<file path="src/rtl/fdiv_sqrt_sequencer_if.sv">
// Bundle of request, div/sqrt unit command, response and kill signals around
// the FDiv/FSqrt sequencer. The "slave" modport is the sequencer side.
interface fdiv_sqrt_sequencer_if #(
    parameter int DATA_W = 65,
    parameter int TAG_W  = 7
);
    logic              req_valid;
    logic              req_ready;
    logic [6:0]        req_uopc;
    logic [TAG_W-1:0]  req_tag;
    logic [DATA_W-1:0] req_a;
    logic [DATA_W-1:0] req_b;
    logic [2:0]        req_rm;

    logic              unit_start;
    logic              unit_ready;
    logic              unit_div;
    logic              unit_sqrt;
    logic [1:0]        unit_type_tag;
    logic [DATA_W-1:0] unit_a;
    logic [DATA_W-1:0] unit_b;
    logic [2:0]        unit_rm;
    logic              unit_done;
    logic [DATA_W-1:0] unit_result;
    logic [4:0]        unit_exc;

    logic              resp_valid;
    logic              resp_ready;
    logic [TAG_W-1:0]  resp_tag;
    logic [DATA_W-1:0] resp_data;
    logic [4:0]        resp_exc;

    logic              flush;
    logic              kill_valid;
    logic [TAG_W-1:0]  kill_tag;

    // Handshakes: a transfer occurs on a rising edge where valid (or start) and
    // ready are both high; payload is held stable while valid is high and not
    // yet accepted. unit_done is a single-cycle pulse with no back-pressure.
    modport slave (
        input  req_valid, req_uopc, req_tag, req_a, req_b, req_rm,
        output req_ready,
        output unit_start, unit_div, unit_sqrt, unit_type_tag, unit_a, unit_b, unit_rm,
        input  unit_ready, unit_done, unit_result, unit_exc,
        output resp_valid, resp_tag, resp_data, resp_exc,
        input  resp_ready,
        input  flush, kill_valid, kill_tag
    );

    modport master (
        output req_valid, req_uopc, req_tag, req_a, req_b, req_rm,
        input  req_ready,
        input  unit_start, unit_div, unit_sqrt, unit_type_tag, unit_a, unit_b, unit_rm,
        output unit_ready, unit_done, unit_result, unit_exc,
        input  resp_valid, resp_tag, resp_data, resp_exc,
        output resp_ready,
        output flush, kill_valid, kill_tag
    );
endinterface

</file>
<file path="src/rtl/fdiv_sqrt_sequencer.sv">
// Single-uop sequencer for the shared iterative FP divide/sqrt unit: decode,
// launch, wait, hold result for writeback, with flush/kill drain and a hang timer.
module fdiv_sqrt_sequencer #(
    parameter int DATA_W  = 65,
    parameter int TAG_W   = 7,
    parameter int TIMEOUT = 256
) (
    input  logic                 clock,
    input  logic                 reset,
    fdiv_sqrt_sequencer_if.slave io,
    output logic                 busy,
    output logic                 err,
    output logic [2:0]           state_dbg
);
    localparam logic [2:0] S_IDLE   = 3'd0;
    localparam logic [2:0] S_LAUNCH = 3'd1;
    localparam logic [2:0] S_WAIT   = 3'd2;
    localparam logic [2:0] S_DRAIN  = 3'd3;
    localparam logic [2:0] S_RESP   = 3'd4;

    localparam int               CNT_W   = $clog2(TIMEOUT + 1);
    localparam logic [CNT_W-1:0] CNT_MAX = CNT_W'(TIMEOUT);

    logic [2:0]        state_q, state_d;
    logic              div_q, div_d;
    logic              sqrt_q, sqrt_d;
    logic [1:0]        type_tag_q, type_tag_d;
    logic [TAG_W-1:0]  tag_q, tag_d;
    logic [DATA_W-1:0] a_q, a_d;
    logic [DATA_W-1:0] b_q, b_d;
    logic [2:0]        rm_q, rm_d;
    logic [DATA_W-1:0] res_q, res_d;
    logic [4:0]        exc_q, exc_d;
    logic [CNT_W-1:0]  cnt_q, cnt_d;
    logic              err_q, err_d;

    logic              kill;
    logic              accept;
    logic              unused_uopc;

    // The tag compare is meaningless in IDLE since no uop is held there.
    assign kill   = io.flush |
                    (io.kill_valid & (state_q != S_IDLE) & (io.kill_tag == tag_q));
    assign accept = io.req_valid & io.req_ready;

    assign unused_uopc = ^io.req_uopc[6:4];

    assign io.req_ready     = (state_q == S_IDLE) & ~io.flush;
    assign io.unit_start    = (state_q == S_LAUNCH) & ~kill;
    assign io.resp_valid    = (state_q == S_RESP) & ~kill;

    assign io.unit_div      = div_q;
    assign io.unit_sqrt     = sqrt_q;
    assign io.unit_type_tag = type_tag_q;
    assign io.unit_a        = a_q;
    assign io.unit_b        = b_q;
    assign io.unit_rm       = rm_q;
    assign io.resp_tag      = tag_q;
    assign io.resp_data     = res_q;
    assign io.resp_exc      = exc_q;

    assign busy      = (state_q != S_IDLE);
    assign err       = err_q;
    assign state_dbg = state_q;

    always_comb begin
        state_d    = state_q;
        div_d      = div_q;
        sqrt_d     = sqrt_q;
        type_tag_d = type_tag_q;
        tag_d      = tag_q;
        a_d        = a_q;
        b_d        = b_q;
        rm_d       = rm_q;
        res_d      = res_q;
        exc_d      = exc_q;
        cnt_d      = cnt_q;
        err_d      = err_q;

        case (state_q)
            S_IDLE: begin
                if (accept) begin
                    type_tag_d = {1'b0, ~io.req_uopc[0]};
                    div_d      = (~io.req_uopc[3] & ~io.req_uopc[1]) |
                                 (~io.req_uopc[3] & ~io.req_uopc[0]);
                    sqrt_d     = ~io.req_uopc[2] | (io.req_uopc[1] & io.req_uopc[0]);
                    tag_d      = io.req_tag;
                    a_d        = io.req_a;
                    b_d        = io.req_b;
                    rm_d       = io.req_rm;
                    state_d    = S_LAUNCH;
                end
            end
            S_LAUNCH: begin
                if (kill) begin
                    state_d = S_IDLE;
                end else if (io.unit_ready) begin
                    cnt_d   = '0;
                    state_d = S_WAIT;
                end
            end
            S_WAIT: begin
                cnt_d = (cnt_q == CNT_MAX) ? cnt_q : cnt_q + CNT_W'(1);
                if (cnt_d == CNT_MAX) begin
                    err_d = 1'b1;
                end
                // A result arriving together with a kill belongs to a dead uop.
                if (io.unit_done && kill) begin
                    state_d = S_IDLE;
                end else if (io.unit_done) begin
                    res_d   = io.unit_result;
                    exc_d   = io.unit_exc;
                    state_d = S_RESP;
                end else if (kill) begin
                    state_d = S_DRAIN;
                end
            end
            S_DRAIN: begin
                if (io.unit_done) begin
                    state_d = S_IDLE;
                end
            end
            S_RESP: begin
                if (kill || io.resp_ready) begin
                    state_d = S_IDLE;
                end
            end
            default: begin
                state_d = S_IDLE;
            end
        endcase

        // A done pulse is only legal while the unit owns an operation.
        if (io.unit_done &&
            (state_q == S_IDLE || state_q == S_LAUNCH || state_q == S_RESP)) begin
            err_d = 1'b1;
        end
    end

    always_ff @(posedge clock or negedge reset) begin
        if (!reset) begin
            state_q    <= S_IDLE;
            div_q      <= 1'b0;
            sqrt_q     <= 1'b0;
            type_tag_q <= '0;
            tag_q      <= '0;
            a_q        <= '0;
            b_q        <= '0;
            rm_q       <= '0;
            res_q      <= '0;
            exc_q      <= '0;
            cnt_q      <= '0;
            err_q      <= 1'b0;
        end else begin
            state_q    <= state_d;
            div_q      <= div_d;
            sqrt_q     <= sqrt_d;
            type_tag_q <= type_tag_d;
            tag_q      <= tag_d;
            a_q        <= a_d;
            b_q        <= b_d;
            rm_q       <= rm_d;
            res_q      <= res_d;
            exc_q      <= exc_d;
            cnt_q      <= cnt_d;
            err_q      <= err_d;
        end
    end
endmodule

</file>
<file path="src/flat_wrapper.sv">
// flat-port wrapper written by rule: the top's interface ports become plain ports
module fdiv_sqrt_sequencer_flat 
#(
    parameter int DATA_W  = 65,
    parameter int TAG_W   = 7,
    parameter int TIMEOUT = 256
)
  (clock, reset, busy, err, state_dbg, io_req_valid, io_req_uopc, io_req_tag, io_req_a, io_req_b, io_req_rm, io_req_ready, io_unit_start, io_unit_div, io_unit_sqrt, io_unit_type_tag, io_unit_a, io_unit_b, io_unit_rm, io_unit_ready, io_unit_done, io_unit_result, io_unit_exc, io_resp_valid, io_resp_tag, io_resp_data, io_resp_exc, io_resp_ready, io_flush, io_kill_valid, io_kill_tag);
  fdiv_sqrt_sequencer_if #(.DATA_W(DATA_W), .TAG_W(TAG_W)) io_i ();
  input  logic clock;
  input  logic reset;
  output logic busy;
  output logic err;
  output logic [2:0] state_dbg;
  input wire logic [$bits(io_i.req_valid)-1:0] io_req_valid;
  input wire logic [$bits(io_i.req_uopc)-1:0] io_req_uopc;
  input wire logic [$bits(io_i.req_tag)-1:0] io_req_tag;
  input wire logic [$bits(io_i.req_a)-1:0] io_req_a;
  input wire logic [$bits(io_i.req_b)-1:0] io_req_b;
  input wire logic [$bits(io_i.req_rm)-1:0] io_req_rm;
  output wire logic [$bits(io_i.req_ready)-1:0] io_req_ready;
  output wire logic [$bits(io_i.unit_start)-1:0] io_unit_start;
  output wire logic [$bits(io_i.unit_div)-1:0] io_unit_div;
  output wire logic [$bits(io_i.unit_sqrt)-1:0] io_unit_sqrt;
  output wire logic [$bits(io_i.unit_type_tag)-1:0] io_unit_type_tag;
  output wire logic [$bits(io_i.unit_a)-1:0] io_unit_a;
  output wire logic [$bits(io_i.unit_b)-1:0] io_unit_b;
  output wire logic [$bits(io_i.unit_rm)-1:0] io_unit_rm;
  input wire logic [$bits(io_i.unit_ready)-1:0] io_unit_ready;
  input wire logic [$bits(io_i.unit_done)-1:0] io_unit_done;
  input wire logic [$bits(io_i.unit_result)-1:0] io_unit_result;
  input wire logic [$bits(io_i.unit_exc)-1:0] io_unit_exc;
  output wire logic [$bits(io_i.resp_valid)-1:0] io_resp_valid;
  output wire logic [$bits(io_i.resp_tag)-1:0] io_resp_tag;
  output wire logic [$bits(io_i.resp_data)-1:0] io_resp_data;
  output wire logic [$bits(io_i.resp_exc)-1:0] io_resp_exc;
  input wire logic [$bits(io_i.resp_ready)-1:0] io_resp_ready;
  input wire logic [$bits(io_i.flush)-1:0] io_flush;
  input wire logic [$bits(io_i.kill_valid)-1:0] io_kill_valid;
  input wire logic [$bits(io_i.kill_tag)-1:0] io_kill_tag;
  assign io_i.req_valid = io_req_valid;
  assign io_i.req_uopc = io_req_uopc;
  assign io_i.req_tag = io_req_tag;
  assign io_i.req_a = io_req_a;
  assign io_i.req_b = io_req_b;
  assign io_i.req_rm = io_req_rm;
  assign io_req_ready = io_i.req_ready;
  assign io_unit_start = io_i.unit_start;
  assign io_unit_div = io_i.unit_div;
  assign io_unit_sqrt = io_i.unit_sqrt;
  assign io_unit_type_tag = io_i.unit_type_tag;
  assign io_unit_a = io_i.unit_a;
  assign io_unit_b = io_i.unit_b;
  assign io_unit_rm = io_i.unit_rm;
  assign io_i.unit_ready = io_unit_ready;
  assign io_i.unit_done = io_unit_done;
  assign io_i.unit_result = io_unit_result;
  assign io_i.unit_exc = io_unit_exc;
  assign io_resp_valid = io_i.resp_valid;
  assign io_resp_tag = io_i.resp_tag;
  assign io_resp_data = io_i.resp_data;
  assign io_resp_exc = io_i.resp_exc;
  assign io_i.resp_ready = io_resp_ready;
  assign io_i.flush = io_flush;
  assign io_i.kill_valid = io_kill_valid;
  assign io_i.kill_tag = io_kill_tag;
  fdiv_sqrt_sequencer #(.DATA_W(DATA_W), .TAG_W(TAG_W), .TIMEOUT(TIMEOUT)) u_core (.clock(clock), .reset(reset), .io(io_i), .busy(busy), .err(err), .state_dbg(state_dbg));
endmodule
</file>
<file path="config.mk">
export PLATFORM = sky130hd
export DESIGN_NAME = fdiv_sqrt_sequencer_flat
export DESIGN_NICKNAME = d
export VERILOG_FILES = /design/src/rtl/fdiv_sqrt_sequencer_if.sv /design/src/rtl/fdiv_sqrt_sequencer.sv /design/src/flat_wrapper.sv
export SDC_FILE = /design/constraint.sdc
export NUM_CORES = 1
export LEC_CHECK = 0
export BUFFER_PORTS_ARGS = -buffer_cell sky130_fd_sc_hd__buf_2
export CORE_AREA = 8 8 169 171
export CTS_CLUSTER_DIAMETER = 30
export DETAILED_ROUTE_END_ITERATION = 7
export DIE_AREA = 0 0 177 179
export PLACE_DENSITY = 0.67
export SETUP_SLACK_MARGIN = 0.2
export SLEW_MARGIN = 5
export SYNTH_ARGS = -nofsm -noshare
export SYNTH_HDL_FRONTEND = slang
export SYNTH_SLANG_ARGS = --single-unit
</file>
<file path="constraint.sdc">
create_clock -name clock -period 2.8 [get_ports clock]
set_clock_uncertainty 0.15 [all_clocks]
set_input_delay 0.42 -clock clock [delete_from_list [all_inputs] [get_ports clock]]
set_output_delay 0.42 -clock clock [all_outputs]
set_load 0.02 [all_outputs]
</file>
# Word-level counts from Yosys, hierarchy flattened
# Cells that the tools add are included.
[totals] register_bits=226 latchBits=0 mem_bits_rw=0 romBits=0 input_bits=232 wordCells=77 n_memories=0
[op_classes] add_sub_neg=1 mul=0 div=0 order_cmp=0 n_eq_ne=14 shifts=0 mux=16 bitwise_logic=19 reduce_logical=15
[op_table] op="two-way mux 9 bit" count=3
[op_table] op="two-way mux 3 bit" count=8
[op_table] op="== test 9 bit (second input constant)" count=2
[op_table] op="case mux 9 bit (2 select lines)" count=1
[op_table] op="case mux 3 bit (5 select lines)" count=1
[op_table] op="adder 9 x 1 -> 9 bit (second input constant)" count=1
[op_table] op="AND 1 bit" count=9
[op_table] op="!= test 2 bit (second input constant)" count=4
[op_table] op="== test 7 bit" count=1
[op_table] op="inverter 1 bit" count=7
[op_table] op="== test 3 x 2 -> 1 bit (second input constant)" count=2
[op_table] op="AND reduction 3 bit" count=2
[op_table] op="nonzero test 2 bit" count=3
[op_table] op="AND reduction 5 bit" count=1
[op_table] op="!= test 4 x 2 -> 1 bit (second input constant)" count=1
[op_table] op="AND reduction 2 bit" count=2
[op_table] op="== test 3 x 1 -> 1 bit (second input constant)" count=1
[op_table] op="== test 3 bit (second input constant)" count=1
[op_table] op="zero test 3 bit" count=1
[op_table] op="logical OR 1 bit" count=3
[op_table] op="two-way mux 1 bit" count=3
[op_table] op="!= test 3 x 2 -> 1 bit (second input constant)" count=1
[op_table] op="bitwise OR 1 bit" count=3
[op_table] op="nonzero test 3 bit" count=1
[op_table] op="2 further kinds" count=3

# Depth between registers and ports, before layout
[logic_depth] word_depth=8 mapped_depth=7 ltp_nobuf=7

# Least setup slack after synthesis
# Ideal clock, no wire load.
[synth_timing] kind="register to output" from="reg u_core.state_q[2] (netlist: u_core.state_dbg[2])" to="out io_resp_valid" arrival_ps=2003 slack_ps=227 stages_incl_launch_ff=7 n_path_buf=1 path_cell_list="dfrtp_1 buf_6 nor3_4 nor3_1 and4_1 or2_2 nor4_1"
[synth_between] elab_chain_len=6 word_cells_on_any_way=7 classes_between="eq/ne (1); bitwise (5); reduce/logical (1)"
[synth_lines] element="from (decl)" line="fdiv_sqrt_sequencer.sv:24" source="logic [2:0] state_q, state_d;"
[synth_lines] element="from (signal assigned)" line="fdiv_sqrt_sequencer.sv:155" source="state_q <= state_d;"
[synth_lines] element="nonzero test 3 bit" line="fdiv_sqrt_sequencer.sv:43" source="(io.kill_valid & (state_q != S_IDLE) & (io.kill_tag == tag_q));"
[synth_lines] element="AND 1 bit (2 in series)" line="fdiv_sqrt_sequencer.sv:43"
[synth_lines] element="bitwise OR 1 bit" line="fdiv_sqrt_sequencer.sv:42" source="assign kill = io.flush |"
[synth_lines] element="inverter 1 bit" line="fdiv_sqrt_sequencer.sv:50" source="assign io.resp_valid = (state_q == S_RESP) & ~kill;"
[synth_lines] element="AND 1 bit *" line="fdiv_sqrt_sequencer.sv:50"
[synth_lines] element="to (decl)" line="flat_wrapper.sv:33" source="output wire logic [$bits(io_i.resp_valid)-1:0] io_resp_valid;"
# Every way passes the cells marked *; elsewhere a longest branch is shown, timed or not.

# Worst setup path after layout
[layout_timing] from="reg u_core.tag_q[3] (netlist: u_core.io.resp_tag[3])" to="out io_resp_valid"
[layout_between] elab_chain_len=5
[layout_lines] element="from (decl)" line="fdiv_sqrt_sequencer.sv:28" source="logic [TAG_W-1:0] tag_q, tag_d;"
[layout_lines] element="from (signal assigned)" line="fdiv_sqrt_sequencer.sv:159" source="tag_q <= tag_d;"
[layout_lines] element="== test 7 bit" line="fdiv_sqrt_sequencer.sv:43"
[layout_lines] element="AND 1 bit" line="fdiv_sqrt_sequencer.sv:43"
[layout_lines] element="bitwise OR 1 bit" line="fdiv_sqrt_sequencer.sv:42"
[layout_lines] element="inverter 1 bit" line="fdiv_sqrt_sequencer.sv:50"
[layout_lines] element="AND 1 bit" line="fdiv_sqrt_sequencer.sv:50"
# Every way passes these cells.

==> out/metrics.cfg <==
[drt]
routed_wl_mm=33.8
via_per_inst=4.72
drtPass1Iterations=4
drc=0
first_iter_violations=352
wl_per_cell_um=20.2
postRouteAntennaNets=0
vias=7916

[critical_path]
crit_path_start_kind=register
path_max_fanout=2
crit_path_end_kind=output port
worstSetupPathType=reg2out
required_ns=2.23
arrival_ns=2.04
startpoint=u_core.io.resp_tag[3]$_DFFE_PN0P_
timing.rr.start=u_core.io.resp_tag[3]$_DFFE_PN0P_

[yosys]
synth_mux_area_share_pct=28.6
synth.distinct_cells=43
avgSynthCellArea_sq_um=15.8
synth_compound_area_share_pct=2.06
synth_fa_ha_area_share_pct=0.271
netlist_instances=584
ys_warn_count=0
synth_fp_nets=818
ys_seq_area_share_pct=61.3
synth_xor_area_share_pct=1.42
synth-simple-area-share_pct=3.80
synth_top_family_by_area=multiplexers
synth-edff-count=0
ys_ff_latch=226
synthArstFlopShare_pct=100
synth_ff_type=dfrtp_1
synth_area_sq_um=9230
synth_top_area_share_pct=61.3
yosysTopAreaCell=dfrtp_1
synthTopCellsByArea=dfrtp_1, mux2_2, mux2_4

[pwr]
internal_power_uw=12300
clockPowerShare_pct=31.7
power_leakage_uw=0.00804
power_frac_comb_pct=37.9
p_total_uw=19500
power.density_nw_per_um2=1220
swShare_pct=36.7
power.share.sequential_pct=30.4
max-vdd-ir-drop_uv=951
p_sw_uw=7150

[finish]
syn_to_final_growth_pct=73.6
final_common_cell=buf_2
fill_cells=1763
most-common-layout-cells=buf_2, dfrtp_1, dlygate4sd3_1
fin_nets=1532
drive_above_1_share_pct=59.1
multi_input_area_sq_um=3410
seqCellArea_sq_um=5660

[min_path]
hp-start=io_req_uopc[2]
hp-class=in2reg

[cts]
cts_buffers=52
htree_levels=2
clockBufferDepth=3
cts_tree=built
cts.clk_slew.worst_paths_ns=0.05
cts_num_sinks=226
insertion_delay_ns=0.54
cts-root-buf=clkbuf_16

[place]
port_buffers=449
hpwl_mm=21.2
gp_congestion=0.797

[sta]
post-route-period-util_pct=93.3
final_hold_viol_count=0
hold_ws_ns=0.0372
rsz0062_at_grt=yes
fin_crit_ns=2.61
finalSetupTns_ns=0
slew_violations=0
fmax_mhz=383
setup_viol=0

[die]
design.die.area_sq_um=31700
die_width_um=177
rows=59
die_h_um=179
io_pins=454
start_util_pct=35.8
core_sq_um=25800

[run_status]
outcome=finished clean

[global_routing]
grt_pass1_wl_mm=51.8
first_global_vias=9098
grt_usage_pct=20.6
antenna_found_initial=1
grt_max_degree=65
overflow=0

[flow_run]
drv_cap=0

-- critical path: stages, from the launching register on --
cell,delay [ns]
dfrtp_1,0.41
xor2_2,0.18
nor4_4,0.31
and4_4,0.26
or2_4,0.13
nor4_4,0.04
buf_4,0.17
-- cells in the mapped netlist (2+ instances only) --
library cell and number:
o21ai_0 9, dfrtp_1 226, a21oi_1 7, nand4_1 2, nor4_1 2, buf_6 9, ha_1 2, xnor2_1 6
and3_1 2, nor2b_1 2, nor3b_1 3, nor3_1 5, mux2_4 70, mux2_2 141, xor2_1 9, nand3_1 3
a31oi_1 2, buf_2 16, a21o_1 2, nor2_1 17, nand2_1 17, and4_1 2, clkbuf_1 5, inv_1 6
-- layout make-up --
cell class                 count  area share [%]
clock buffer                  64            8.65
antenna                        1          0.0156
clock inverter                34            2.70
sequential                   226            35.3
timing repair buffer         691            29.2
tap                          335            2.62
inverter                       6           0.141
multi-input combinational    321            21.3
-- sequential cells by signal (all words and copies together), names as in the netlist --
register,flops
u_core.io.resp_exc,5
u_core.cnt_q,9
u_core.state_dbg,3
u_core.io.unit_type_tag,1
u_core.io.resp_data,65
u_core.io.unit_div,1
u_core.io.unit_rm,3
u_core.io.resp_tag,7
u_core.io.unit_a,65
u_core.io.unit_sqrt,1
u_core.io.unit_b,65
u_core.err,1
-- logic make-up (layout without fill, tap and decap cells) --
logic type / Yosys count / after routing
and+or+nand+nor: 63 / 63
DFF: 226 / 226
muxes: 211 / 211
xor gates and xnor gates: 15 / 15
adders and majority gates: 2 / 2
buffers and inverters: 37 / 795
other: 1 / 2
AOI/OAI and AO/OA: 29 / 29
-- final timing paths --
kind                                                       end  slack, ns  depth (start not counted)
max                                              io_resp_valid       0.19                          6
min                            u_core.io.unit_sqrt$_DFFE_PN0P_       0.04                          3
max reg2reg                u_core.io.resp_data[49]$_DFFE_PN0P_       0.33                          8
min reg2reg                    u_core.io.unit_sqrt$_DFFE_PN0P_       0.32                          1
max in group asynchronous     u_core.io.unit_a[25]$_DFFE_PN0P_       1.51                          3
min in group asynchronous      u_core.io.unit_a[4]$_DFFE_PN0P_       0.26                          2
-- stage by stage --
step | instances | worst slack [ns] | instance area (sq um) | util [%]
2_1_floorplan | 584 | 0.227 | 9230 | -
3_3_place_gp | 1358 | 0.331 | 11900 | 46.3
3_5_place_dp | 1358 | 0.316 | 11900 | 46.3
4_1_cts | 1674 | 0.101 | 16000 | 62.0
5_1_grt | 1677 | 0.122 | 16000 | 62.2
6_report | 1678 | 0.188 | 16000 | 62.2
-- per-layer routing --
metal	GRT usage, %	vias up	share of wire [%]
met5	0	-	0.038
met1	22.1	3940	36
li1	-	3505	-
met4	7.11	2	2.4
met2	36.8	397	52
met3	7.50	72	9.6
-- timing repair --
item / in CTS / in global routing
hold buffers: 212 / 1
resized for setup: 9 / 3
setup endpoints to repair: 2 / 2
pin swaps: 9 / 6
hold endpoints to repair: 265 / 1
setup buffers: 6 / 2
-- power by group through the flow --
stage                     combinational [uW]  sequential [uW]  clock, uW
after floorplan                         2430             7690          0
after global placement                  6890             5750          0
after detailed placement                6990             5820          0
after CTS                               7330             5800       6240
after global routing                    7820             6110       6470
final                                   7390             5920       6170
Power figures use the tool's default switching activity.
